**config.mk**
```make
export PLATFORM = sky130hd
export DESIGN_NAME = escaner_teclado
export DESIGN_NICKNAME = d
export VERILOG_FILES = /design/src/rtl/escaner_teclado_pkg.sv /design/src/rtl/escaner_teclado_sincronizador.sv /design/src/rtl/escaner_teclado.sv
export SDC_FILE = /design/constraint.sdc
export NUM_CORES = 1
export LEC_CHECK = 0
export CAP_MARGIN = 25
export CELL_PAD_IN_SITES_DETAIL_PLACEMENT = 1
export CELL_PAD_IN_SITES_GLOBAL_PLACEMENT = 2
export CORE_MARGIN = 5
export CORE_UTILIZATION = 35
export CTS_CLUSTER_DIAMETER = 80
export CTS_CLUSTER_SIZE = 20
export DETAILED_ROUTE_END_ITERATION = 10
export HOLD_SLACK_MARGIN = 0.1
export PLACE_DENSITY = 0.81
export SYNTH_ARGS = -nofsm -noshare
export SYNTH_HDL_FRONTEND = slang
export SYNTH_SLANG_ARGS = --single-unit
```
**constraint.sdc**
```tcl
create_clock -name clk -period 2.8 [get_ports clk]
set_input_delay 0.56 -clock clk [delete_from_list [all_inputs] [get_ports clk]]
set_output_delay 0.56 -clock clk [all_outputs]
set_load 0.01 [all_outputs]
```
**src/rtl/escaner_teclado_pkg.sv**
```systemverilog
// Shared FSM state type and default parameter values for the keypad scanner.
package escaner_teclado_pkg;

    typedef enum logic [1:0] {
        SCAN     = 2'd0,
        DEBOUNCE = 2'd1,
        PRESSED  = 2'd2,
        RELEASE  = 2'd3
    } estado_t;

    localparam int          SCAN_DIV_DEF   = 1000;
    localparam int          DEB_CICLOS_DEF = 50000;
    localparam logic [15:0] TIPO_MASK_DEF  = 16'b0010_0111_0111_0111;

endpackage

```
**src/rtl/escaner_teclado_sincronizador.sv**
```systemverilog
// Parametrised-width two-flop synchronizer for asynchronous level inputs.
module sincronizador #(
    parameter int ANCHO = 1
) (
    input  logic             clk,
    input  logic             rst,
    input  logic [ANCHO-1:0] d,
    output logic [ANCHO-1:0] q
);

    logic [ANCHO-1:0] meta;

    always_ff @(posedge clk) begin
        if (rst) begin
            meta <= '0;
            q    <= '0;
        end else begin
            meta <= d;
            q    <= meta;
        end
    end

endmodule

```
**src/rtl/escaner_teclado.sv**
```systemverilog
// Matrix keypad scanner with debounce; optional auto-repeat via TECLADO_REPEAT_EN.
// state    | meaning
// SCAN     | drive columns in turn, look for a single pressed row
// DEBOUNCE | column held, row pattern must stay stable
// PRESSED  | key accepted and held
// RELEASE  | rows read zero, must stay zero to finish the press
module escaner_teclado
    import escaner_teclado_pkg::*;
#(
    parameter int                    FILAS      = 4,
    parameter int                    COLS       = 4,
    parameter int                    SCAN_DIV   = SCAN_DIV_DEF,
    parameter int                    DEB_CICLOS = DEB_CICLOS_DEF,
    parameter logic [FILAS*COLS-1:0] TIPO_MASK  = TIPO_MASK_DEF
`ifdef TECLADO_REPEAT_EN
    ,
    parameter int                    REP_CICLOS = 25000000
`endif
) (
    input  logic                            clk,
    input  logic                            rst,
    input  logic [FILAS-1:0]                fil,
    output logic [COLS-1:0]                 col,
    output logic [$clog2(FILAS*COLS)-1:0]   tecla,
    output logic                            tipo,
    output logic                            valida,
    output logic                            presionada
);

    localparam int TW  = $clog2(FILAS*COLS);
    localparam int RW  = $clog2(FILAS);
    localparam int CIW = $clog2(COLS);
    localparam int CNT_BASE = (SCAN_DIV > DEB_CICLOS) ? SCAN_DIV : DEB_CICLOS;
`ifdef TECLADO_REPEAT_EN
    localparam int CNT_MAX = (REP_CICLOS > CNT_BASE) ? REP_CICLOS : CNT_BASE;
`else
    localparam int CNT_MAX = CNT_BASE;
`endif
    localparam int CW = $clog2(CNT_MAX) + 1;

    estado_t          estado, estado_sig;
    logic [CIW-1:0]   col_idx, col_sig, col_next;
    logic [CW-1:0]    cnt, cnt_sig;
    logic [FILAS-1:0] fs, patron, patron_sig;
    logic [RW-1:0]    fila_idx;
    logic [TW-1:0]    tecla_sig;
    logic             valida_sig, un_bit;

    sincronizador #(.ANCHO(FILAS)) u_sinc (
        .clk (clk),
        .rst (rst),
        .d   (fil),
        .q   (fs)
    );

    assign un_bit     = (fs != '0) && ((fs & (fs - 1'b1)) == '0);
    assign col_next   = (col_idx == CIW'(COLS-1)) ? '0 : col_idx + 1'b1;
    assign presionada = (estado == PRESSED) || (estado == RELEASE);

    always_comb begin
        for (int c = 0; c < COLS; c++) begin
            col[COLS-1-c] = (col_idx == CIW'(c));
        end
    end

    // Row index counts from the MSB of fil.
    always_comb begin
        fila_idx = '0;
        for (int i = 0; i < FILAS; i++) begin
            if (patron[i]) fila_idx = RW'(FILAS-1-i);
        end
    end

    assign tecla_sig = TW'(fila_idx * COLS + col_idx);

    always_comb begin
        estado_sig = estado;
        col_sig    = col_idx;
        cnt_sig    = cnt;
        patron_sig = patron;
        valida_sig = 1'b0;
        case (estado)
            SCAN: begin
                if (cnt == CW'(SCAN_DIV-1)) begin
                    cnt_sig = '0;
                    if (un_bit) begin
                        estado_sig = DEBOUNCE;
                        patron_sig = fs;
                    end else begin
                        col_sig = col_next;
                    end
                end else begin
                    cnt_sig = cnt + 1'b1;
                end
            end
            DEBOUNCE: begin
                if (fs != patron) begin
                    estado_sig = SCAN;
                    col_sig    = col_next;
                    cnt_sig    = '0;
                end else if (cnt == CW'(DEB_CICLOS-1)) begin
                    estado_sig = PRESSED;
                    cnt_sig    = '0;
                    valida_sig = 1'b1;
                end else begin
                    cnt_sig = cnt + 1'b1;
                end
            end
            PRESSED: begin
                if (fs == '0) begin
                    estado_sig = RELEASE;
                    cnt_sig    = '0;
                end
`ifdef TECLADO_REPEAT_EN
                else if (cnt == CW'(REP_CICLOS-1)) begin
                    cnt_sig    = '0;
                    valida_sig = 1'b1;
                end else begin
                    cnt_sig = cnt + 1'b1;
                end
`endif
            end
            RELEASE: begin
                if (fs != '0) begin
                    estado_sig = PRESSED;
                    cnt_sig    = '0;
                end else if (cnt == CW'(DEB_CICLOS-1)) begin
                    estado_sig = SCAN;
                    col_sig    = col_next;
                    cnt_sig    = '0;
                end else begin
                    cnt_sig = cnt + 1'b1;
                end
            end
            default: begin
                estado_sig = SCAN;
                cnt_sig    = '0;
            end
        endcase
    end

    always_ff @(posedge clk) begin
        if (rst) begin
            estado  <= SCAN;
            col_idx <= '0;
            cnt     <= '0;
            patron  <= '0;
            tecla   <= '0;
            tipo    <= 1'b0;
            valida  <= 1'b0;
        end else begin
            estado  <= estado_sig;
            col_idx <= col_sig;
            cnt     <= cnt_sig;
            patron  <= patron_sig;
            valida  <= valida_sig;
            if (valida_sig) begin
                tecla <= tecla_sig;
                tipo  <= TIPO_MASK[tecla_sig];
            end
        end
    end

endmodule
```
Yosys cells after proc, flatten, opt, wreduce, memory -nomap -nowiden

Memory sizes are Yosys's and may differ from the RTL's. A register that Yosys moved wholly into a read port is not among the register bits.
Index checks and enable logic that the tools add are counted.

Eq/ne operators: 18
Mux-type cells: 28
Reductions and logical operators: 11
Add/subtract/negate cells: 4
Bitwise logic cells: 1

Operators with widths:

| kind                                                  | count |
|---|---|
| 2-to-1 mux 17 bit                                     | 5 |
| one-hot mux 17 bit (4 select lines)                   | 1 |
| 2-to-1 mux 2 bit                                      | 17 |
| adder 17 x 1 -> 17 bit, second input constant         | 1 |
| == test 17 x 10 -> 1 bit, second input constant       | 1 |
| == test 17 x 16 -> 1 bit, second input constant       | 1 |
| inequality test 2 bit, second input constant          | 5 |
| == test 2 bit, second input constant                  | 4 |
| logical NOT 4 bit                                     | 2 |
| one-hot mux 2 bit (4 select lines)                    | 1 |
| one-hot mux 2 bit (3 select lines)                    | 1 |
| AND reduction 6 bit                                   | 1 |
| AND reduction 5 bit                                   | 1 |
| adder 4 x 2 -> 4 bit                                  | 1 |
| AND 4 bit                                             | 1 |
| == test 2 x 1 -> 1 bit, second input constant         | 2 |
| logical NOT 2 bit                                     | 2 |
| inequality test 2 x 1 -> 1 bit, second input constant | 2 |
| inequality test 4 bit                                 | 1 |
| nonzero test 4 bit                                    | 1 |
| subtractor 4 x 1 -> 4 bit, second input constant      | 1 |
| 2-to-1 mux 1 bit                                      | 3 |
| inequality test 3 x 2 -> 1 bit, second input constant | 1 |
| inequality test 3 bit, second input constant          | 1 |
| 5 further kinds                                       | 5 |

ROM bits: 16
Register bits after elaboration: 38
Output and inout bits: 11
Memories: 1

Memory list:

| name            | words | width | read ports | clocked after Yosys merged registers in | write ports | line                   | text |
|---|---|---|---|---|---|---|---|
| (no name shown) | 16    | 1     | 1          | 1                                       | 0           | escaner_teclado.sv:159 | `tipo <= TIPO_MASK[tecla_sig];` |

Logic depth before layout (Yosys ltp)

Depth after elaboration: 7
Gate-level depth with buffers: 6
Gate-level depth less buffers: 6

Modules after synthesis

From an unflattened synthesis, not the netlist that was laid out.

Cells, all modules: 210
Area, all modules: 1943.1 um^2

Modules (own cells, without submodules):

| module          | cells each | area each (um^2) | times used |
|---|---|---|---|
| escaner_teclado | 194        | 1732.9           | 1 |
| sincronizador   | 16         | 210.2            | 1 |

Worst setup path after synthesis

Ideal clock, no wire load.

Kind: reg2reg
From: register cnt[0]
To: register col_idx[0]
Arrival time: 1.870 ns
Path slack: 0.807 ns
Setup time: 0.123 ns
Cell stages (with the launch flop): 6
Clock period less this slack: 1.993 ns
Cells stage by stage: dfxtp_1 ha_1 nand4_1 or3_4 a31oi_4 mux2_1

Longest elaborated chain between the ends: 3

Ends and longest elaborated chain:

| item                                                                              | line                                          | text |
|---|---|---|
| from (decl)                                                                       | escaner_teclado.sv:43                         | `logic [CW-1:0] cnt, cnt_sig;` |
| from (signal assigned)                                                            | escaner_teclado.sv:154                        | `cnt <= cnt_sig;` |
| == test 17 x 16 -> 1 bit or == test 17 x 10 -> 1 bit (tied branches)              | escaner_teclado.sv:127, escaner_teclado.sv:84 |  |
| inequality test 2 x 1 -> 1 bit (no line) or inequality test 2 bit (tied branches) | n/a                                           |  |
| AND reduction 6 bit (no line) *                                                   | n/a                                           |  |
| to (signal assigned)                                                              | escaner_teclado.sv:153                        | `col_idx <= col_sig;` |
| to (decl)                                                                         | escaner_teclado.sv:42                         | `logic [CIW-1:0] col_idx, col_sig, col_next;` |

Mark *: on every way between the ends. The rest lies on a longest branch, timed or not.
A chain may end at the register's enable or synchronous reset.

Worst setup path in the final report

From: register cnt[1]
To: register col_idx[0]

The elaborated chain is that of the path after synthesis.

==> results.json <==
{
  "post-route-period-util": 0.7844,
  "fin_crit_ns": 2.196,
  "postCtsHoldBufs": 0,
  "drv_cap": 0,
  "cp-start-kind": "register",
  "syn-cell-area_um2": 1886,
  "area_growth_pct": 16.85,
  "fin_tns_setup_ns": 0,
  "rr_worst_depth": 5,
  "fmax_mhz": 455.3,
  "cts.path.max_buffers": 2,
  "utilization": 0.4260,
  "ioPinCount": 17,
  "grt_max_degree": 25,
  "synth_cell_types": 38,
  "worst_pin_slew_ns": 0.6350,
  "clk_pin_slew_worst_paths_ns": 0.08,
  "critPathArrivalTime_ns": 2.38,
  "die-area_um2": 6956,
  "endpoint": "col_idx[0]",
  "dp_slack_ns": 0.6068,
  "place_hpwl_um": 2753,
  "worstSetupEndpointType": "register",
  "insertion_delay_ns": 0.29,
  "cts.sinks": 39,
  "wl_per_cell_um": 12.76,
  "rrSetupSlack_ns": 0.60,
  "fin_skew_ns": 0.007001,
  "slew_viol_final": 0,
  "synth_edf_count": 0,
  "seq_area_frac_synth": 0.4141,
  "grt_pass1_wl_um": 6748,
  "finalHoldViolCount": 0,
  "fp.dieW_um": 83.40,
  "viasPerCell": 4.716,
  "startpoint": "cnt[1]",
  "antenna_cells": 0,
  "cts_tree": "yes",
  "cts.htree.levels": 2,
  "ys_warn_count": 0,
  "grt-ovfl-total": 0,
  "coreArea_um2": 5172,
  "die_h_um": 83.40,
  "first_pass_iters": 4,
  "synth_nets": 213,
  "synth_flop_cell": "dfxtp_1",
  "fin_ws_ns": 0.6036,
  "cts_setup_buffers": 0,
  "root_buffer": "clkbuf_8",
  "layout-drive-gt1-share": 0.08219,
  "num_vias": 1363,
  "relSlewSlack": 0.5731,
  "r2r-end": "col_idx[0]",
  "worstHoldPathType": "register to register",
  "crit_fanout": 7,
  "fin_cells": 289,
  "cp.required_ns": 2.98,
  "powerDensity_nw_per_um2": 458.3,
  "first_global_vias": 1433,
  "synth.avg_cell_area_um2": 9.381,
  "final_cell_mix": "nor2_1, dfxtp_1, clkdlybuf4s50_1",
  "antenna_found_initial": 0,
  "ir_drop_mv": 0.2181,
  "ys_ff_latch": 39,
  "syn_inst": 201,
  "leakagePower_nw": 0.6996,
  "synthArstFlopShare": 0,
  "place.port_buffers": 16,
  "globalplace.congestion": 0.7500,
  "grt_usage": 0.1166,
  "worstSetupPathType": "register to register",
  "nets": 230,
  "rows": 26,
  "cts_buffers": 5,
  "drtAntennaViolNets": 0,
  "rsz0062_at_grt": "false",
  "status": "finished clean",
  "fillers": 597,
  "ctsResizeCount": 0,
  "wirelength_um": 3689,
  "setup_violations": 0,
  "dp_cells": 281,
  "initial_core_util": 0.3645,
  "drt_iter0_markers": 53,
  "r2r-start": "cnt[1]",
  "route.detailed.drc": 0
}
worst max-delay path: stages (launching register included):
cell	delay (ns)
dfxtp_1	0.41
ha_1	0.27
nand4_1	0.36
or3_4	0.53
a31oi_4	0.19
mux2_1	0.33
logic make-up after synthesis:
kind of cell,synth area share
and+or+nand+nor,0.2721
DFF,0.4141
xor gates and xnor gates,0.09755
AOI/OAI and AO/OA,0.08228
buffers and inverters,0.02986
muxes,0.06437
adders and majority gates,0.03981
routing by layer:
metal | global-route usage | part of all wire | vias up
met5 | 0 | 0 | -
met4 | 0.04012 | 0.0070 | 0
met3 | 0.03267 | 0.034 | 2
met2 | 0.1691 | 0.43 | 15
met1 | 0.1641 | 0.53 | 627
li1 | - | - | 719
through the flow:
| step | hold WS (ns) | instance area (um2) | total power, mW |
|---|---|---|---|
| 6_report | 0.4463 | 2203 | 1.010 |
| 5_1_grt | 0.4675 | 2203 | 1.066 |
| 4_1_cts | 0.4482 | 2203 | 1.030 |
| 3_5_place_dp | 0.4276 | 2111 | 0.6368 |
| 3_3_place_gp | 0.4163 | 2111 | 0.6351 |
| 2_1_floorplan | 0.4138 | 1886 | 0.6201 |
report_power, final:
group	internal (mW)	switching, mW	leakage (nW)
Sequential	0.563	0.0105	0.316
Clock	0.178	0.209	0.0408
Combinational	0.0222	0.0265	0.342
cells in the mapped netlist, types with 6 or more instances:
| cell | number | area (um2) |
|---|---|---|
| clkbuf_1 | 6 | 22.52 |
| dfxtp_1 | 39 | 780.8 |
| ha_1 | 6 | 75.07 |
| inv_1 | 6 | 22.52 |
| mux2i_1 | 11 | 110.1 |
| nand2_1 | 8 | 30.03 |
| nand4_1 | 7 | 43.79 |
| nor2_1 | 39 | 146.4 |
| nor2b_1 | 10 | 62.56 |
| xnor2_1 | 15 | 131.4 |
| xor2_1 | 6 | 52.55 |
flip-flops by register name (all words and copies together) (netlist names), 2 cells and up:
| name | cells |
|---|---|
| col_idx | 2 |
| u_sinc.meta | 4 |
| u_sinc.q | 4 |
| estado | 2 |
| patron | 4 |
| cnt | 17 |
| tecla | 4 |
layout make-up:
class	count	area [um2]	share of cell area
Clock inverter	3	23.77	0.01079
Sequential cell	39	780.7	0.3543
Timing Repair Buffer	17	167.7	0.07609
Multi-Input combinational cell	148	1049	0.4759
Clock buffer	5	68.82	0.03123
Tap cell	70	87.58	0.03975
Inverter	7	26.28	0.01193
worst min-delay path by stage:
| stage | start | to | slack (ns) | cells past startpoint |
|---|---|---|---|---|
| 2_1_floorplan | u_sinc.meta[0] | u_sinc.q[0] | 0.41 | 1 |
| 3_3_place_gp | u_sinc.meta[0] | u_sinc.q[0] | 0.42 | 1 |
| 3_5_place_dp | u_sinc.meta[3] | u_sinc.q[3] | 0.43 | 1 |
| 4_1_cts | u_sinc.meta[3] | u_sinc.q[3] | 0.45 | 1 |
| 5_1_grt | u_sinc.meta[2] | u_sinc.q[2] | 0.47 | 1 |
| 6_report | u_sinc.meta[0] | u_sinc.q[0] | 0.45 | 1 |
No activity file was read; power rests on OpenSTA's default activity.
